===== config.mk =====
export PLATFORM = sky130hd
export DESIGN_NAME = ram_arbiter
export DESIGN_NICKNAME = d
export VERILOG_FILES = /design/src/rtl/ram_arbiter.sv
export SDC_FILE = /design/constraint.sdc
export NUM_CORES = 1
export LEC_CHECK = 0
export CAP_MARGIN = 10
export CORE_MARGIN = 3
export CORE_UTILIZATION = 50
export CTS_CLUSTER_SIZE = 10
export DETAILED_ROUTE_END_ITERATION = 12
export DONT_BUFFER_PORTS = 1
export PLACE_DENSITY = 0.76
export SKIP_CTS_REPAIR_TIMING = 1
export SYNTH_ARGS = -nofsm -noshare
export SYNTH_HDL_FRONTEND = slang
export SYNTH_SLANG_ARGS = --single-unit

===== constraint.sdc =====
create_clock -name clk -period 1.7 [get_ports clk]
set_input_delay 0.17 -clock clk [delete_from_list [all_inputs] [get_ports clk]]
set_output_delay 0.17 -clock clk [all_outputs]
set_load 0.005 [all_outputs]

===== src/rtl/ram_arbiter.sv =====
// Two-requester round-robin arbiter in front of a simple dual-port RAM
// with a registered read port; out-of-range accesses are dropped with err.
module ram_arbiter #(
    parameter int k = 8,
    parameter int l = 64,
    parameter int m = 7
) (
    input  logic         clk,
    input  logic         rst_n,
    input  logic         a_req,
    input  logic         a_we,
    input  logic [m-1:0] a_adr,
    input  logic [k-1:0] a_wdata,
    input  logic         b_req,
    input  logic         b_we,
    input  logic [m-1:0] b_adr,
    input  logic [k-1:0] b_wdata,
    output logic         a_gnt,
    output logic         a_err,
    output logic         a_rvalid,
    output logic [k-1:0] a_rdata,
    output logic         b_gnt,
    output logic         b_err,
    output logic         b_rvalid,
    output logic [k-1:0] b_rdata,
    output logic         ram_we,
    output logic [m-1:0] ram_write_adr,
    output logic [m-1:0] ram_read_adr,
    output logic [k-1:0] ram_data_in,
    input  logic [k-1:0] ram_data_out
);

    localparam logic [m:0] LIM = (m+1)'(l);

    logic         prio;
    logic         rtag_v;
    logic         rtag_id;
    logic         sel_a;
    logic         sel_b;
    logic         any;
    logic         we;
    logic         inr;
    logic         wr_ok;
    logic         rd_ok;
    logic [m-1:0] adr;
    logic [k-1:0] wdata;

    // prio names the preferred requester when both ask at once
    always_comb begin
        sel_a = 1'b0;
        sel_b = 1'b0;
        if (rst_n) begin
            sel_a = a_req & (~b_req | ~prio);
            sel_b = b_req & (~a_req | prio);
        end
    end

    assign any   = sel_a | sel_b;
    assign adr   = sel_b ? b_adr : a_adr;
    assign we    = sel_b ? b_we : a_we;
    assign wdata = sel_b ? b_wdata : a_wdata;
    assign inr   = {1'b0, adr} < LIM;
    assign wr_ok = any & we & inr;
    assign rd_ok = any & ~we & inr;

    assign a_gnt = sel_a;
    assign b_gnt = sel_b;
    assign a_err = sel_a & ~inr;
    assign b_err = sel_b & ~inr;

    assign ram_we        = wr_ok;
    assign ram_write_adr = wr_ok ? adr : '0;
    assign ram_data_in   = wr_ok ? wdata : '0;
    assign ram_read_adr  = rd_ok ? adr : '0;

    assign a_rvalid = rtag_v & ~rtag_id;
    assign b_rvalid = rtag_v & rtag_id;
    assign a_rdata  = ram_data_out;
    assign b_rdata  = ram_data_out;

    always_ff @(posedge clk) begin
        if (!rst_n) begin
            prio    <= 1'b0;
            rtag_v  <= 1'b0;
            rtag_id <= 1'b0;
        end else begin
            if (any) prio <= sel_a;
            rtag_v <= rd_ok;
            if (rd_ok) rtag_id <= sel_b;
        end
    end

endmodule


==> metrics.md <==
| Metric | Value |
|---|---|
| Final period utilization | `0.9544` |
| Max Cap Viol | `0` |
| XOR/XNOR share of the synthesized area | `0` |
| Ant diodes | `0` |
| IO Count | `89` |
| # fillers | `approximately 190` |
| Placed Cells | `133` |
| Avg Vias per Cell | `7.204` |
| Syn. warnings | `0` |
| Top FF cell, synth | `dfxtp_1` |
| Placer Congestion | `0.8443` |
| P_leak | `0.2445 nW` |
| Setup slack, reg-to-reg | `around 0.48 ns` |
| Rel. slew slack | `0.6654` |
| Synth cell types | `30` |
| Mapped Avg Cell Area | `7.787 µm²` |
| Period minus WS final | `1.622 ns` |
| Place WS | `0.2670 ns` |
| Final Max Tran Viols | `0` |
| Outcome | `finished clean` |
| Clock skew | `0.001538 ns` |
| Commonest non-fill, non-tap cells in the layout | `18 x a211oi_2, 14 x nand4_1, 14 x o211ai_1, 8 x nor2b_1, 7 x buf_4` |
| Critical Path Source | `prio$_SDFFE_PN0P_` |
| Unrepaired setup endpoints after global routing | `no` |
| Yosys reg bits | `3` |
| GRT Total Usage | `0.2226` |
| R2r startpoint | `prio$_SDFFE_PN0P_` |
| H-tree Lvls | `1` |
| Async set or reset register ratio after synthesis | `0` |
| Reg2reg end | `rtag_id$_SDFFE_PN0P_` |
| CTS Sinks | `3` |
| Worst Setup Path Type | `flip-flop to output pin` |
| Clock Root Buffer | `clkbuf_4` |
| Rows | `15` |
| CP Launch Type | `flip-flop` |
| Vias in the first global route | `about 1000` |
| Hold Path Class | `primary input to flip-flop` |
| Cts bufs inserted | `3` |
| CTS tree | `yes` |
| Seq/Total Area, Yosys | `0.05755` |
| Post-synth EDFFs | `0` |
| Finish-stage setup viols | `0` |
| PortBufs | `0` |
| Crit path to | `ram_write_adr[1]` |
| PwrDens | `417.6 nW/µm²` |
| Synth Area in Adders | `0` |
| Main combinational cell family by area after synthesis | `compound AO/OA/AOI/OAI gates` |
| Total grt overflow | `0` |
| WL final | `2.961 mm` |
| Crit path required time | `around 1.5 ns` |
| Starting Density | `0.5673` |
| Worst-margin pin slew | `0.5013 ns` |
| Finished Layout Cells | `roughly 140` |
| Worst r2r path cells | `4` |
| Synth Instances | `134` |
| Die width | `51.69 µm` |
| DR iter-0 viols | `12` |
| Nets | `between 150 and 200` |
| Post-synthesis mux area share | `0` |
| Wirelength per Cell | `21.61 µm` |
| VDD IR max | `0.3798 mV` |
| Crit path max fanout | `11` |
| Synth-to-Final Area Change | `-6.835%` |
| First-pass GRT wire length | `4.560 mm` |
| Synth Area in Compound Gates | `0.4496` |
| Initial antenna violation count | `0` |
| TritonRoute pass-1 iters | `4` |
| Max Fclk | `616.3 MHz` |
| DRC Markers | `0` |
| Worst path arrival time | `1.45 ns` |
| Commonest non-fill, non-tap cell in the layout | `a211oi_2` |
| Post-DP HPWL | `2.202 mm` |
| Die area | `2671 µm²` |
| Final WS setup | `0.07751 ns` |
| Share of layout cells above drive strength 1 | `0.3304` |
| Synth Area in Simple Gates | `0.2494` |
| Capturing element type of the critical path | `output pin` |
| Worst skew pair latency | `0.24 ns` |
| Largest net degree at the start of global routing | `24` |
| Synthesized area | `1044 µm²` |
| Bufs on Longest Clock Path | `2` |
| Core area | `about 1800 µm²` |
| Die Span Y | `51.69 µm` |
| Reg clk slew, reported paths | `around 0.04 ns` |
| Final ANT Viol Nets | `0` |
| Final hold vios | `0` |
| Via count | `between 900 and 1000` |
| TNS Setup | `0 ns` |
| Hold Crit Depth | `1` |
-- power breakdown --
group	internal, mW	total, mW	switching (mW)
registers	0.0766	0.0813	0.00472
clock network	0.0883	0.132	0.0433
logic	0.0741	0.193	0.119
total	0.239	0.406	0.167
-- metrics by stage --
stage               instance area, µm²  utilization  power (mW)  hold slack [ns]
floorplan                         1047            -      0.2784           0.3691
global placement                 923.4       0.5020      0.2578           0.3401
detailed placement               923.4       0.5020      0.2661           0.3401
CTS                              949.7       0.5163      0.3989           0.1401
global route                     972.2       0.5286      0.4381           0.1264
finish                           972.2       0.5286      0.4059           0.1368
-- layout make-up --
class	instances	area, µm²	share of cell area
multi-input cells	92	754.5	0.7761
inverters	4	15.01	0.01544
flip-flops and latches	3	61.31	0.06306
repair buffers	9	83.83	0.08623
clock buffers	4	26.28	0.02703
well taps	25	31.28	0.03218
-- registers in the layout, indices dropped and copies added, names as in the netlist --
register  cells
prio          1
rtag_id       1
rtag_v        1
-- cells by family after synthesis --
family          count (synthesis)
buf+inv                        40
flops                           3
simple gates                   41
compound gates                 49
other cells                     1
-- cell usage after synthesis, drive strengths merged (2+ instances only) --
library cell,count,share of area
o211ai,14,0.10
buf,30,0.20
nor2b,9,0.054
a21oi,2,0.0096
clkbuf,6,0.022
o21ai,7,0.034
dfxtp,3,0.058
and2,2,0.012
nand4,14,0.084
nand4b,6,0.050
nand3,2,0.0096
nor2,4,0.014
inv,4,0.014
a211oi,21,0.25
-- layer usage --
metal	global-route usage	up-vias	share of wire
met5	0	-	0
met4	0.08734	0	0.011
met3	0.06304	4	0.098
met2	0.3941	63	0.49
met1	0.2487	470	0.40
li1	-	450	-
-- worst min path at each step --
stage	from	endpoint
floorplan	rst_n	rtag_v$_SDFF_PN0_
global placement	ram_data_out[2]	a_rdata[2]
detailed placement	ram_data_out[2]	a_rdata[2]
CTS	rst_n	rtag_v$_SDFF_PN0_
global route	rst_n	rtag_v$_SDFF_PN0_
finish	rst_n	rtag_v$_SDFF_PN0_
-- worst max-delay path: stages, from the launching register on --
cell and delay (ns):
dfxtp_2 0.33, a21bo_2 0.21, o32a_4 0.27, buf_4 0.20, a211oi_2 0.20
Power figures use the tool's default switching activity.
